`config.mk`:
```
export PLATFORM = sky130hd
export DESIGN_NAME = nec_frame_decoder_flat
export DESIGN_NICKNAME = d
export VERILOG_FILES = /design/src/rtl/nec_frame_decoder_pkg.sv /design/src/rtl/nec_frame_decoder_if.sv /design/src/rtl/nec_frame_decoder_ir_input_conditioner.sv /design/src/rtl/nec_frame_decoder.sv /design/src/flat_wrapper.sv
export SDC_FILE = /design/constraint.sdc
export NUM_CORES = 1
export LEC_CHECK = 0
export BUFFER_PORTS_ARGS = -buffer_cell sky130_fd_sc_hd__buf_2
export CAP_MARGIN = 30
export CORE_ASPECT_RATIO = 0.5
export CORE_MARGIN = 2
export CORE_UTILIZATION = 60
export DETAILED_ROUTE_END_ITERATION = 7
export PLACE_DENSITY = 0.81
export SLEW_MARGIN = 20
export SYNTH_ARGS = -nofsm -noshare
export SYNTH_HDL_FRONTEND = slang
export SYNTH_SLANG_ARGS = --single-unit
export TNS_END_PERCENT = 30
```
`constraint.sdc`:
```
create_clock -name clk -period 3.8 [get_ports clk]
set_input_delay 0.76 -clock clk [delete_from_list [all_inputs] [get_ports clk]]
set_output_delay 0.76 -clock clk [all_outputs]
set_load 0.01 [all_outputs]
```
`src/rtl/nec_frame_decoder_pkg.sv`:
```
// Shared constants for the NEC frame decoder: pulse-width windows in ticks,
// FSM state codes and the received-frame layout.
package nec_frame_decoder_pkg;

    localparam logic [10:0] WIDTH_MAX      = 11'd2047;

    localparam logic [10:0] LEAD_MARK_MIN  = 11'd675;
    localparam logic [10:0] LEAD_MARK_MAX  = 11'd1125;
    localparam logic [10:0] LEAD_SPACE_MIN = 11'd338;
    localparam logic [10:0] LEAD_SPACE_MAX = 11'd562;
    localparam logic [10:0] REP_SPACE_MIN  = 11'd169;
    localparam logic [10:0] REP_SPACE_MAX  = 11'd281;
    localparam logic [10:0] BIT_MIN        = 11'd42;
    localparam logic [10:0] BIT_MAX        = 11'd70;
    localparam logic [10:0] ONE_MIN        = 11'd127;
    localparam logic [10:0] ONE_MAX        = 11'd211;

    localparam logic [2:0] ST_IDLE       = 3'd0;
    localparam logic [2:0] ST_LEAD_MARK  = 3'd1;
    localparam logic [2:0] ST_LEAD_SPACE = 3'd2;
    localparam logic [2:0] ST_BIT_MARK   = 3'd3;
    localparam logic [2:0] ST_BIT_SPACE  = 3'd4;
    localparam logic [2:0] ST_STOP_MARK  = 3'd5;
    localparam logic [2:0] ST_REP_MARK   = 3'd6;
    localparam logic [2:0] ST_CHECK      = 3'd7;

    // Bits arrive LSB-first, so the first byte on air lands in [7:0].
    typedef struct packed {
        logic [7:0] cmd_n;
        logic [7:0] cmd;
        logic [7:0] addr_n;
        logic [7:0] addr;
    } nec_frame_t;

    function automatic logic in_window(input logic [10:0] w, input logic [10:0] lo,
                                       input logic [10:0] hi);
        return (w >= lo) && (w <= hi);
    endfunction

endpackage

```
`src/rtl/nec_frame_decoder_if.sv`:
```
// Byte stream handshake between the decoder and the downstream forwarding stage.
interface nec_frame_decoder_if;
    logic [7:0] o_byte;
    logic       o_byte_valid;
    logic       i_byte_ready;

    modport master (output o_byte, output o_byte_valid, input i_byte_ready);
    modport slave  (input o_byte, input o_byte_valid, output i_byte_ready);
endinterface

```
`src/rtl/nec_frame_decoder_ir_input_conditioner.sv`:
```
// Synchronises the raw IR line, normalises it to mark=1, detects edges and
// produces the free-running measurement tick.
module nec_frame_decoder_ir_input_conditioner #(
    parameter int TICK_DIV      = 500,
    parameter bit IR_ACTIVE_LOW = 1'b1
) (
    input  logic clk,
    input  logic rst,
    input  logic ir_in,
    output logic mark,
    output logic rise,
    output logic fall,
    output logic tick
);
    localparam int CNT_W = (TICK_DIV > 1) ? $clog2(TICK_DIV) : 1;
    localparam logic [CNT_W-1:0] DIV_LAST = CNT_W'(TICK_DIV - 1);
    // Synchroniser resets to the idle (space) level so reset release creates no edge.
    localparam logic IDLE_LEVEL = IR_ACTIVE_LOW;

    logic [1:0]       sync_reg;
    logic             mark_d_reg;
    logic [CNT_W-1:0] div_reg;
    logic             tick_reg;

    always_ff @(posedge clk or posedge rst) begin
        if (rst) begin
            sync_reg   <= {2{IDLE_LEVEL}};
            mark_d_reg <= 1'b0;
        end else begin
            sync_reg   <= {sync_reg[0], ir_in};
            mark_d_reg <= mark;
        end
    end

    assign mark = IR_ACTIVE_LOW ? ~sync_reg[1] : sync_reg[1];
    assign rise = mark & ~mark_d_reg;
    assign fall = ~mark & mark_d_reg;

    always_ff @(posedge clk or posedge rst) begin
        if (rst) begin
            div_reg  <= '0;
            tick_reg <= 1'b0;
        end else if (div_reg == DIV_LAST) begin
            div_reg  <= '0;
            tick_reg <= 1'b1;
        end else begin
            div_reg  <= div_reg + CNT_W'(1);
            tick_reg <= 1'b0;
        end
    end

    assign tick = tick_reg;

endmodule

```
`src/rtl/nec_frame_decoder.sv`:
```
// NEC IR frame decoder: measures mark/space widths, assembles the 32-bit frame,
// validates the inverse bytes and streams address then command downstream.
module nec_frame_decoder
    import nec_frame_decoder_pkg::*;
#(
    parameter int CLK_HZ         = 50_000_000,
    parameter int TICK_HZ        = 100_000,
    parameter bit IR_ACTIVE_LOW  = 1'b1,
    parameter bit CHECK_ADDR_INV = 1'b1
) (
    input  logic                      clk,
    input  logic                      rst,
    input  logic                      ir_in,
    nec_frame_decoder_if.master       stream,
    output logic [15:0]               o_addr,
    output logic [7:0]                o_cmd,
    output logic                      o_frame_valid,
    output logic                      o_repeat,
    output logic                      o_err,
    output logic                      o_overrun
);
    localparam int TICK_DIV = (CLK_HZ / TICK_HZ > 0) ? CLK_HZ / TICK_HZ : 1;

    logic        mark, rise, fall, tick, edge_any;
    logic [10:0] width_reg;
    logic [2:0]  state_reg;
    logic [4:0]  bit_cnt_reg;
    logic [31:0] shift_reg;
    logic        have_frame_reg;
    nec_frame_t  rx;
    logic        bit_width_ok, one_width_ok, frame_ok, check_pass, timeout;
    logic        handshake, stream_free, stream_sel_reg;
    logic [7:0]  cmd_hold_reg;

    nec_frame_decoder_ir_input_conditioner #(
        .TICK_DIV      (TICK_DIV),
        .IR_ACTIVE_LOW (IR_ACTIVE_LOW)
    ) u_cond (
        .clk   (clk),
        .rst   (rst),
        .ir_in (ir_in),
        .mark  (mark),
        .rise  (rise),
        .fall  (fall),
        .tick  (tick)
    );

    assign edge_any = rise | fall;

    always_ff @(posedge clk or posedge rst) begin
        if (rst)
            width_reg <= '0;
        else if (edge_any)
            width_reg <= '0;
        else if (tick && (width_reg != WIDTH_MAX))
            width_reg <= width_reg + 11'd1;
    end

    assign rx           = shift_reg;
    assign bit_width_ok = in_window(width_reg, BIT_MIN, BIT_MAX);
    assign one_width_ok = in_window(width_reg, ONE_MIN, ONE_MAX);
    assign frame_ok     = ((rx.cmd ^ rx.cmd_n) == 8'hFF) &&
                          (!CHECK_ADDR_INV || ((rx.addr ^ rx.addr_n) == 8'hFF));
    assign check_pass   = (state_reg == ST_CHECK) && frame_ok;
    // A line stuck without edges only matters once a frame is under way.
    assign timeout      = (state_reg != ST_IDLE) && (state_reg != ST_CHECK) &&
                          !edge_any && (width_reg == WIDTH_MAX);

    always_ff @(posedge clk or posedge rst) begin
        if (rst) begin
            state_reg      <= ST_IDLE;
            bit_cnt_reg    <= '0;
            shift_reg      <= '0;
            have_frame_reg <= 1'b0;
            o_addr         <= '0;
            o_cmd          <= '0;
            o_frame_valid  <= 1'b0;
            o_repeat       <= 1'b0;
            o_err          <= 1'b0;
        end else begin
            o_frame_valid <= 1'b0;
            o_repeat      <= 1'b0;
            o_err         <= 1'b0;
            case (state_reg)
                ST_IDLE: if (edge_any && mark) state_reg <= ST_LEAD_MARK;
                ST_LEAD_MARK: if (fall) begin
                    if (in_window(width_reg, LEAD_MARK_MIN, LEAD_MARK_MAX)) state_reg <= ST_LEAD_SPACE;
                    else begin state_reg <= ST_IDLE; o_err <= 1'b1; end
                end
                ST_LEAD_SPACE: if (rise) begin
                    bit_cnt_reg <= '0;
                    if (in_window(width_reg, LEAD_SPACE_MIN, LEAD_SPACE_MAX)) state_reg <= ST_BIT_MARK;
                    else if (in_window(width_reg, REP_SPACE_MIN, REP_SPACE_MAX)) state_reg <= ST_REP_MARK;
                    else begin state_reg <= ST_IDLE; o_err <= 1'b1; end
                end
                ST_BIT_MARK: if (fall) begin
                    if (bit_width_ok) state_reg <= ST_BIT_SPACE;
                    else begin state_reg <= ST_IDLE; o_err <= 1'b1; end
                end
                ST_BIT_SPACE: if (rise) begin
                    if (bit_width_ok || one_width_ok) begin
                        shift_reg   <= {one_width_ok, shift_reg[31:1]};
                        bit_cnt_reg <= bit_cnt_reg + 5'd1;
                        state_reg   <= (bit_cnt_reg == 5'd31) ? ST_STOP_MARK : ST_BIT_MARK;
                    end else begin
                        state_reg <= ST_IDLE;
                        o_err     <= 1'b1;
                    end
                end
                ST_STOP_MARK: if (fall) begin
                    if (bit_width_ok) state_reg <= ST_CHECK;
                    else begin state_reg <= ST_IDLE; o_err <= 1'b1; end
                end
                ST_REP_MARK: if (fall) begin
                    state_reg <= ST_IDLE;
                    if (bit_width_ok) o_repeat <= have_frame_reg;
                    else o_err <= 1'b1;
                end
                ST_CHECK: begin
                    state_reg <= ST_IDLE;
                    if (frame_ok) begin
                        o_addr         <= CHECK_ADDR_INV ? {8'h00, rx.addr} : {rx.addr_n, rx.addr};
                        o_cmd          <= rx.cmd;
                        o_frame_valid  <= 1'b1;
                        have_frame_reg <= 1'b1;
                    end else begin
                        o_err <= 1'b1;
                    end
                end
                default: state_reg <= ST_IDLE;
            endcase
            if (timeout) begin
                state_reg <= ST_IDLE;
                o_err     <= 1'b1;
            end
        end
    end

    // The accepting handshake is applied first so a frame checked on the same
    // cycle the command byte leaves can load straight into the freed stream.
    assign handshake   = stream.o_byte_valid & stream.i_byte_ready;
    assign stream_free = !stream.o_byte_valid || (handshake && stream_sel_reg);

    always_ff @(posedge clk or posedge rst) begin
        if (rst) begin
            stream.o_byte       <= '0;
            stream.o_byte_valid <= 1'b0;
            stream_sel_reg      <= 1'b0;
            cmd_hold_reg        <= '0;
            o_overrun           <= 1'b0;
        end else begin
            o_overrun <= 1'b0;
            if (handshake) begin
                if (!stream_sel_reg) begin
                    stream.o_byte  <= cmd_hold_reg;
                    stream_sel_reg <= 1'b1;
                end else begin
                    stream.o_byte_valid <= 1'b0;
                    stream_sel_reg      <= 1'b0;
                end
            end
            if (check_pass) begin
                if (stream_free) begin
                    stream.o_byte       <= rx.addr;
                    stream.o_byte_valid <= 1'b1;
                    stream_sel_reg      <= 1'b0;
                    cmd_hold_reg        <= rx.cmd;
                end else begin
                    o_overrun <= 1'b1;
                end
            end
        end
    end

endmodule

```
`src/flat_wrapper.sv`:
```
// flat-port wrapper written by rule: the top's interface ports become plain ports
module nec_frame_decoder_flat import nec_frame_decoder_pkg::*;
#(
    parameter int CLK_HZ         = 50_000_000,
    parameter int TICK_HZ        = 100_000,
    parameter bit IR_ACTIVE_LOW  = 1'b1,
    parameter bit CHECK_ADDR_INV = 1'b1
)
  (clk, rst, ir_in, o_addr, o_cmd, o_frame_valid, o_repeat, o_err, o_overrun, stream_o_byte, stream_o_byte_valid, stream_i_byte_ready);
  nec_frame_decoder_if stream_i ();
  input  logic clk;
  input  logic rst;
  input  logic ir_in;
  output logic [15:0] o_addr;
  output logic [7:0] o_cmd;
  output logic o_frame_valid;
  output logic o_repeat;
  output logic o_err;
  output logic o_overrun;
  output wire logic [$bits(stream_i.o_byte)-1:0] stream_o_byte;
  output wire logic [$bits(stream_i.o_byte_valid)-1:0] stream_o_byte_valid;
  input wire logic [$bits(stream_i.i_byte_ready)-1:0] stream_i_byte_ready;
  assign stream_o_byte = stream_i.o_byte;
  assign stream_o_byte_valid = stream_i.o_byte_valid;
  assign stream_i.i_byte_ready = stream_i_byte_ready;
  nec_frame_decoder #(.CLK_HZ(CLK_HZ), .TICK_HZ(TICK_HZ), .IR_ACTIVE_LOW(IR_ACTIVE_LOW), .CHECK_ADDR_INV(CHECK_ADDR_INV)) u_core (.clk(clk), .rst(rst), .ir_in(ir_in), .stream(stream_i), .o_addr(o_addr), .o_cmd(o_cmd), .o_frame_valid(o_frame_valid), .o_repeat(o_repeat), .o_err(o_err), .o_overrun(o_overrun));
endmodule
```
Yosys cells after proc, flatten, opt, wreduce, memory -nomap -nowiden
Index checks and enable logic that the tools add are counted.
- output and inout port bits: 37
- bits in registers: 103
- equality and inequality tests: 24
- reductions and logical operators: 27
- order comparisons: 10
- $add $sub $neg: 3
- multiplexer cells: 55
- bitwise gates (word level): 8
- operators by type and width (operator ; number):
    3-bit two-way mux ; 14
    8-bit two-way mux ; 4
    1-bit two-way mux ; 27
    3-bit case mux with 8 select lines ; 1
    11-bit two-way mux ; 2
    3-bit by 1-bit inequality test with 1-bit output, second input constant ; 7
    8-bit == test, second input constant ; 2
    8-bit bitwise XOR ; 2
    5-bit two-way mux ; 3
    1-bit logical AND ; 13
    3-bit == test, second input constant ; 4
    11-bit by 1-bit adder with 11-bit output, second input constant ; 1
    11-bit == test, second input constant ; 1
    11-bit by 10-bit greater-or-equal comparator with 1-bit output, second input constant ; 1
    11-bit by 6-bit greater-or-equal comparator with 1-bit output, second input constant ; 1
    11-bit by 7-bit greater-or-equal comparator with 1-bit output, second input constant ; 1
    11-bit by 8-bit greater-or-equal comparator with 1-bit output, second input constant ; 1
    11-bit by 9-bit greater-or-equal comparator with 1-bit output, second input constant ; 1
    11-bit by 10-bit <= comparator with 1-bit output, second input constant ; 1
    11-bit <= comparator, second input constant ; 1
    11-bit by 7-bit <= comparator with 1-bit output, second input constant ; 1
    11-bit by 8-bit <= comparator with 1-bit output, second input constant ; 1
    11-bit by 9-bit <= comparator with 1-bit output, second input constant ; 1
    11-bit inequality test, second input constant ; 1
    25 further kinds ; 35

Logic depth before layout (Yosys ltp)
Gate-level depths: netlist of run 1.
- depth in word-level cells: 8
- mapped depth: 10

Hierarchy
From an unflattened synthesis of run 1, not the netlist that was laid out.
- cells, all modules: 476
- area, all modules: 5291.3 µm²
- by module, submodules not included (module ; area an instance (µm²) ; times used ; cells each):
    nec_frame_decoder ; 4657.0 ; 1 ; 417
    nec_frame_decoder_ir_input_conditioner ; 634.4 ; 1 ; 59

Least setup slack after synthesis of run 1
OpenSTA, ideal clock, no wires.
- path kind: reg-to-reg
- from: reg u_core.width_reg[0]
- to: reg u_core.shift_reg[0], in the netlist u_core.rx[0]
- clock period less this slack: 2303 ps
- setup slack: 1497 ps
- setup time: 125 ps
- data arrival time: 2178 ps
- data required time: 3675 ps
- cell stages (with the launch flop): 10
- buffers on the path: 3
- cell sequence: dfrtp_1 clkbuf_1 inv_1 ha_1 o311ai_1 a21oi_4 o2111ai_2 buf_6 buf_6 mux2_4
- longest elaborated chain between the ends: 4
- ends and longest elaborated chain (item ; RTL line ; RTL):
    start, declared ; nec_frame_decoder.sv:25 ; logic [10:0] width_reg;
    start signal, assigned ; nec_frame_decoder.sv:56 ; width_reg <= width_reg + 11'd1;
    11-bit by 6-bit greater-or-equal comparator with 1-bit output, or another cell as far along ; nec_frame_decoder_pkg.sv:37 ; return (w >= lo) && (w <= hi);
    1-bit logical AND ; nec_frame_decoder_pkg.sv:37 ;
    1-bit logical OR (*) ; nec_frame_decoder.sv:101 ; if (bit_width_ok || one_width_ok) begin
    3-bit AND reduction (no line) (*) ; - ;
    end signal, assigned ; nec_frame_decoder.sv:102 ; shift_reg <= {one_width_ok, shift_reg[31:1]};
    end, declared ; nec_frame_decoder.sv:28 ; logic [31:0] shift_reg;
Every way passes the cells marked *; elsewhere a longest branch is shown, timed or not.
A chain may end at the register's enable or synchronous reset.

Worst setup path after layout of run 1
- from: reg u_core.width_reg[1]
- to: reg u_core.shift_reg[23], in the netlist u_core.rx[23]
The elaborated chain is that of the path after synthesis.

==> results of run 1 <==
path summary, 6_finish.rpt:
kind                       cells past startpoint                        end  slack (ps)                 startpoint
max                                            7              u_core.rx[23]         940        u_core.width_reg[1]
min                                            0  u_core.u_cond.sync_reg[1]         360  u_core.u_cond.sync_reg[0]
max reg2reg                                    7              u_core.rx[23]         940        u_core.width_reg[1]
min reg2reg                                    0  u_core.u_cond.sync_reg[1]         360  u_core.u_cond.sync_reg[0]
max in group asynchronous                      3           u_core.o_addr[3]        2570                        rst
min in group asynchronous                      2           u_core.o_overrun         530                        rst
worst register-to-register path, stage by stage (launching register included):
cell                        delay, ps
sky130_fd_sc_hd__dfrtp_1          590
sky130_fd_sc_hd__ha_1             330
sky130_fd_sc_hd__nand3b_1         130
sky130_fd_sc_hd__a21oi_1           80
sky130_fd_sc_hd__nor4_2           620
sky130_fd_sc_hd__o2111ai_4        370
sky130_fd_sc_hd__buf_12           300
sky130_fd_sc_hd__mux2_1           330
metrics by stage:
step	utilization	power (mW)	area [um2]	setup WS (ps)	hold WS (ps)
2_1_floorplan	-	1.18	5220	339	345
3_3_place_gp	0.656	1.20	5380	1100	346
3_5_place_dp	0.656	1.20	5380	995	358
4_1_cts	0.693	2.13	5680	975	368
5_1_grt	0.693	2.19	5690	793	368
6_report	0.693	2.12	5690	939	365
placed cells by master, fill, tap and decap left out, drive strengths merged, types with 10 or more instances in the layout:
cell type,n
inv,13
o21ai,14
dfrtp,101
xor2,26
clkbuf,11
buf,36
and2,12
mux2,55
nand3,13
nand2,18
and3,10
nor3,11
a21oi,18
nor2,28
layer usage:
metal  up-vias  GRT usage
met5         -          0
met4         0     0.0706
met3        16     0.0665
met2        80      0.350
met1      1741      0.326
li1       1661          -
report_power, final:
group          switching [mW]  internal, mW
sequential            0.00871          1.10
clock                   0.421         0.520
combinational          0.0488        0.0186
kinds of logic (layout without fill, tap and decap cells):
group                    after synthesis  in the layout
XOR/XNOR                              33             33
buffers and inverters                 43             64
other                                  1              8
multiplexers                          63             63
adder cells (fa/ha/maj)                9              9
AND/OR/NAND/NOR                      138            138
AO/OA/AOI/OAI                         66             66
flip-flops                           103            103
layout make-up:
cell class | count | share of cell area
clock buffers | 11 | 0.0409
clock inverters | 5 | 0.0117
inverters | 12 | 0.00836
multi-input cells | 317 | 0.423
flip-flops and latches | 103 | 0.454
well taps | 112 | 0.0246
repair buffers | 36 | 0.0374
==> results list, run 1 <==
- Outcome: finished, final reports clean
* FF+latch count, synth: about 100
* Number of enable-type register cells in the synthesized netlist: 0
* Highest Signal Layer: met4
- Category of cells accounting for the largest share of critical-path delay: simple AND/OR/NAND/NOR gates
* Chip height: approximately 70 um
- Hold bufs inserted after CTS: 0
- Post-Synth Adder-Cell Area: 0.0217
- Multiplexer area fraction after synthesis: 0.144
* Die ar.: between 9000 and 10000 um2
- Critical path launch point type: flop
* Routed Wire Length: 9.89 mm
* Total GRT Usage: 0.231
* Num CTS Buffers: 9
- Timing would allow up to 350 MHz.
- Buffers added to address setup during post-CTS repair amount to 0.
- After floorplanning, the core was sized to cover 8200 um2.
* Main combinational cell family by area after synthesis: simple AND/OR/NAND/NOR gates
- Routability congestion estimate: about 0.96
- Setup repair after global routing missed its margin: no
* Worst vdd rail ir drop: between 0.2 and 0.25 mV
* Amount of wire on met2 after detailed routing: around 4.6 mm
- WL per Instance: roughly 17 um
- Across the run, the number of max-cap violations was 0.
* Post-synth ARST share: 1.00
- Share of final-layout standard cells stronger than drive strength 1: 0.240
- Number of rows created at floorplan: 23
* Type of the worst setup path: flop to flop
- Remaining antenna violation count after routing: 0
* Critical Path AT: 3100 ps
- Summed over all cells, the static leakage comes to 2.97 nW.
- Clock Tree Buf Depth: 2
- Count of clock tree sinks: 103
- Met3 wire length: 515 um
- The root buffer cell chosen for the clock tree is sky130_fd_sc_hd__clkbuf_16.
* Multi-input gate area: ~2400 um2
* Filler instances: slightly above 600
* Vias per cell: 5.87
* Yosys top cell by area: sky130_fd_sc_hd__dfrtp_1
* Wire length of the first global-routing pass: approximately 17 mm
- For this block, the initial DRC count from the detailed router was about 320.
* Most frequently used cell type in the post-synthesis netlist: sky130_fd_sc_hd__dfrtp_1
* Crit. End Element: flop
- The mapped netlist covers a little over 5000 um2.
- Of the post-synthesis cell area, the dominant cell type holds 0.487.
* Library cells used by synthesis: 64
- between 40 and 50 I/O pins were placed.
- STA puts the critical path data required time at a little over 4000 ps.
- Across all layers, the routed design uses roughly 3.5k vias.
- Synthesized instance count: approximately 460
- Sum of net half-perimeters after detailed placement: between 6 and 7 mm
* Ys Warns: 0
* Layout Skew: about 6.3 ps
- Overflow after GRT: 0
* Number of placed cells counting well taps: ~580
- Area of all sequential standard cells: between 2000 and 3000 um2
- Register clock-pin slew on the reported worst setup and hold paths: approximately 70 ps
- In this run the power density over the cells is around 370 nW/um2.
- 0 antenna diodes ended up in the layout.
- For this run, the number of standard cells in the final layout without fillers is roughly 600.
- Slowest cell on crit path: sky130_fd_sc_hd__nor4_2
* Final number of setup-violating endpoints: 0
* Slew Limit Headroom: 0.464
- Synth Area in Compound Gates: 0.0882
* Horizontal extent of the die: 136 um
- Number of hold violations in the final report: 0
- Total iterations of the first detailed-routing run: 4
* Biggest cell delay along the critical path: between 600 and 700 ps
- Setup total negative slack: 0 ps
* Number of max-slew violations in the final report: 0
- Proportion of synthesized chip area in sequential cells: 0.497
* Synth top cells by count: 101 x sky130_fd_sc_hd__dfrtp_1, 41 x sky130_fd_sc_hd__mux2_2, 28 x sky130_fd_sc_hd__nor2_1
- Metal-1 WL: between 4 and 5 mm
- Of the total synthesized cell area, the portion taken by AND, OR, NAND and NOR gates is 0.146.
- The number of gates resized after CTS was 0.
- Clock tree from TritonCTS: built
* Input/output buffers: 32
* Flip-flop count of the largest register, all copies and words added: 32
- In the finished design, the share of the clock period the worst path needs comes to 0.753.
- Number of global-route vias before repair: about 3.4k
- Maximum number of pins on one net before global-route repair: 60
- In this run the number of H-tree levels came out at 3.
* NumNets Final: 492
- Most used flip-flop cell after synthesis: sky130_fd_sc_hd__dfrtp_1
- Relative to the synthesized area, the layout overhead comes to 9.55%.
- Initial antenna violation count: 0
* Time the final worst path needs with I/O delays and setup: approximately 2900 ps
* Starting density of the core: 0.633
* Post-route DRC violation count: 0
* Critical-path cell list: ha_1 -> nand3b_1 -> a21oi_1 -> nor4_2 -> o2111ai_4 -> buf_12 -> mux2_1
* Clock latency on the worst-skew pair: approximately 350 ps
* HP Class: flop to flop
- Mean Syn Cell Area: about 11 um2
- Of all nets on the critical path, the largest fanout is 22.
* Fraction of synthesized cell area in xor and xnor cells: 0.0557
- Count of buffering cells on the critical path with inverters included: 1
* Least-Margin Pin Slew: between 800 and 900 ps
- Cell types with the largest area share after synthesis: sky130_fd_sc_hd__dfrtp_1 49%, sky130_fd_sc_hd__mux2_2 8.9%, sky130_fd_sc_hd__xor2_1 4.4%
(Power assumes the default switching activity.)
==> run 2, diff against run 1 <==
--- a/config.mk
+++ b/config.mk
@@ -9,9 +9,9 @@
 export CAP_MARGIN = 30
 export CORE_ASPECT_RATIO = 0.5
 export CORE_MARGIN = 2
-export CORE_UTILIZATION = 60
+export CORE_UTILIZATION = 54
 export DETAILED_ROUTE_END_ITERATION = 7
-export PLACE_DENSITY = 0.81
+export PLACE_DENSITY = 0.77
 export SLEW_MARGIN = 20
 export SYNTH_ARGS = -nofsm -noshare
 export SYNTH_HDL_FRONTEND = slang
==> constraint.sdc (replaced) <==
create_clock -name clk -period 2.6 [get_ports clk]
set_input_delay 0.52 -clock clk [delete_from_list [all_inputs] [get_ports clk]]
set_output_delay 0.52 -clock clk [all_outputs]
set_load 0.01 [all_outputs]
==> results list, run 2 (synthesis gave the netlist of run 1 again) <==
- Clock latency on the worst-skew pair: 360 ps (was 350 ps)
- The detailed-router iteration count before antenna repair is 4 (unchanged).
* Area of all sequential standard cells: 2580 um2 (unchanged)
- Count of buffering cells on the critical path with inverters included: 2 (was 1)
* Clock Tree Buf Depth: 2 (unchanged)
* Flip-flop count of the largest register, all copies and words added: 32 (unchanged)
* FMAX: 404 MHz (was 350 MHz)
- The highest net fanout along the worst path was 17 (was 22).
* Hold bufs inserted after CTS: 0 (unchanged)
- Number of global-route vias before repair: 3455 (was 3379)
- The worst hold path class was input port to asynchronous set/reset pin (was flop to flop).
* Filler instances: 730 (was 608)
* Slowest cell on crit path: sky130_fd_sc_hd__dfrtp_1 (was sky130_fd_sc_hd__nor4_2)
- Overall Power: 3.13 mW (was 2.12 mW)
- Switching portion of total power: 0.226 (about the same)
* Share of final-layout standard cells stronger than drive strength 1: 0.268 (was 0.240)
* Count of clock tree sinks: 103 (unchanged)
* Multi-input gate area: 2410 um2 (unchanged)
* Maximum number of pins on one net before global-route repair: 39 (was 60)
- The leakage power is 3.07 nW (was 2.97 nW).
* Number of setup buffers added after CTS: 0 (unchanged)
* Setup total negative slack: 0 ps (unchanged)
* Worst hold margin: 257 ps (was 365 ps)
* Number of violations reported at the end of detailed-routing iteration 0: 359 (was 318)
- Via total after detailed routing: 3627 (was 3498)
- The I/O pin count came to 41 (unchanged).
- The final hold violation count was 0 (unchanged).
- The effective utilization at floorplan came to 0.553 (was 0.633).
- Total of max-cap violations: 0 (unchanged)
- The total die area came to 10500 um2 (was 9460 um2).
- The HPWL after detailed placement was 7.09 mm (was 6.68 mm).
- Sequential share of power: 0.518 (was 0.524)
- Critical-path cell list: inv_1 -> ha_1 -> o311ai_1 -> a21oi_4 -> o2111ai_4 -> buf_4 -> mux2_2 (was ha_1 -> nand3b_1 -> a21oi_1 -> nor4_2 -> o2111ai_4 -> buf_12 -> mux2_1)
* Clock tree from TritonCTS: built (unchanged)
- Post-route DRC violation count: 0 (unchanged)
- PnR worst setup slack: 127 ps (was 939 ps)
- Worst setup timing slack at the placement stage: 141 ps (was 995 ps)
- Growth of design area from synthesis to finish: 12.6% (was 9.55%)
* Input/output buffers: 32 (unchanged)
- The critical path data arrival time came to 2710 ps (was 3100 ps).
- Final number of setup-violating endpoints: 0 (unchanged)
- Count of antenna diodes in the layout: 0 (unchanged)
- Required time reported for the critical path endpoint: 2840 ps (was 4040 ps)
- The routed length per placed instance came to 16.9 um (was 16.6 um).
- Slew Limit Headroom: 0.541 (was 0.464)
- The number of antenna violations at the first check in global routing is 0 (unchanged).
- Clk root buf: sky130_fd_sc_hd__clkbuf_16 (unchanged)
- The clock skew after layout came to 11.9 ps (was 6.30 ps).
* CTS H-tree lvls: 3 (unchanged)
- The number of CTS-inserted buffers was 9 (unchanged).
- Setup repair after global routing missed its margin: no (unchanged)
* Area of all placed cells without fillers: 5840 um2 (was 5690 um2)
- The aggregate global-route resource usage was 0.218 (was 0.231).
* Chip height: 73.3 um (was 69.8 um)
- Remaining antenna violation count after routing: 0 (unchanged)
* Time the final worst path needs with I/O delays and setup: 2470 ps (was 2860 ps)
- The maximum VDD drop is 0.328 mV (was 0.249 mV).
- Commonest non-fill, non-tap cells in the layout: 101 x sky130_fd_sc_hd__dfrtp_1, 41 x sky130_fd_sc_hd__mux2_2, 32 x sky130_fd_sc_hd__buf_2 (was 101 x sky130_fd_sc_hd__dfrtp_1, 41 x sky130_fd_sc_hd__mux2_2, 33 x sky130_fd_sc_hd__buf_2).
- Outcome: finished, final reports clean (unchanged).
* Internal Dissipation: 2.42 mW (was 1.64 mW)
* Register clock-pin slew on the reported worst setup and hold paths: 70 ps (about the same)
* Category of cells accounting for the largest share of critical-path delay: compound AO/OA/AOI/OAI gates (was simple AND/OR/NAND/NOR gates)
* Number of rows created at floorplan: 25 (was 23)
* Horizontal extent of the die: 143 um (was 136 um)
* Part of the power in the clock network: 0.447 (was 0.444)
- Share of power burned in combinational logic: 0.035 (was 0.032)
* Post-route fraction of the period consumed by the critical path: 0.951 (was 0.753)
- The category of the most critical setup path is flop to flop (unchanged).
* Power per unit of standard cell area: 535 nW/um2 (was 372 nW/um2)
- The wire length of the first global-routing pass came to 17.5 mm (was 17.0 mm).
* Area inside the core boundary: 9380 um2 (was 8200 um2)
- Vias per cell: 5.84 (was 5.87)
- Overflow after GRT: 0 (unchanged)
- The most frequent standard cell in the layout excluding fill and tap cells was sky130_fd_sc_hd__dfrtp_1 (unchanged).
* NumNets Final: 509 (was 492)
- The number of instances resized during post-cts repair was 0 (unchanged).
* Number of max-slew violations in the final report: 0 (unchanged)
- Routability congestion estimate: 0.906 (was 0.963)
- The slew of the pin with the lowest slew margin was 687 ps (was 804 ps).
- Crit. End Element: flop (unchanged)
- Placed standard-cell area: 5540 um2 (was 5380 um2)
* Routed Wire Length: 10.5 mm (was 9.89 mm)
* Biggest cell delay along the critical path: 510 ps (was 620 ps)
- The sort of element at the start of the critical path is a flop (unchanged).
- The switching power total is 0.707 mW (was 0.479 mW).
==> run 2: cell types whose count changed in the layout (fill, tap and decap cells not counted) <==
cell / before / now
sky130_fd_sc_hd__clkbuf_8: 0 / 1
sky130_fd_sc_hd__inv_6: 1 / 2
sky130_fd_sc_hd__buf_2: 33 / 32
sky130_fd_sc_hd__clkinv_4: 1 / 0
sky130_fd_sc_hd__clkinv_2: 0 / 1
sky130_fd_sc_hd__clkbuf_1: 2 / 0
sky130_fd_sc_hd__buf_4: 1 / 18
sky130_fd_sc_hd__buf_12: 2 / 3
sky130_fd_sc_hd__inv_4: 1 / 0
==> run 2: layout make-up <==
| type | count | area share |
|---|---|---|
| Clock inverter | 5 | 0.0109 |
| Inverter | 12 | 0.00835 |
| Tap cell | 121 | 0.0259 |
| Multi-Input combinational cell | 317 | 0.412 |
| Timing Repair Buffer | 53 | 0.0608 |
| Sequential cell | 103 | 0.441 |
| Clock buffer | 10 | 0.0409 |
==> run 2: through the flow <==
step	util	std cells
after floorplan	-	463
after global placement	0.591	606
after detailed placement	0.591	606
after CTS	0.623	621
after global routing	0.623	621
final	0.623	621
==> run 2: final timing paths <==
check / startpoint / to / depth (start not counted) / slack [ps]
worst min register to register: u_core.u_cond.sync_reg[0] / u_core.u_cond.sync_reg[1] / 0 / 360
worst max register to register: u_core.width_reg[0] / u_core.rx[19] / 7 / 130
max in group asynchronous: rst / u_core.rx[14] / 3 / 1740
min in group clk: ir_in / u_core.u_cond.sync_reg[0] / 1 / 260
worst max-delay path: u_core.width_reg[0] / u_core.rx[19] / 7 / 130
worst min-delay path: rst / u_core.u_cond.div_reg[5] / 2 / 260
==> run 2: layer usage <==
layer  share of wire  track usage  routed length [um]
met5               0            0                   0
met4           0.019       0.0704                 197
met3           0.046       0.0574                 478
met2            0.46        0.338                4790
met1            0.48        0.306                5020
==> run 2: power groups by stage <==
| stage | clock, mW | combinational [mW] | sequential (mW) |
|---|---|---|---|
| after floorplan | 0 | 0.0869 | 1.64 |
| after global placement | 0 | 0.108 | 1.65 |
| after detailed placement | 0 | 0.109 | 1.65 |
| after CTS | 1.42 | 0.110 | 1.62 |
| after global routing | 1.48 | 0.125 | 1.62 |
| final | 1.40 | 0.108 | 1.62 |
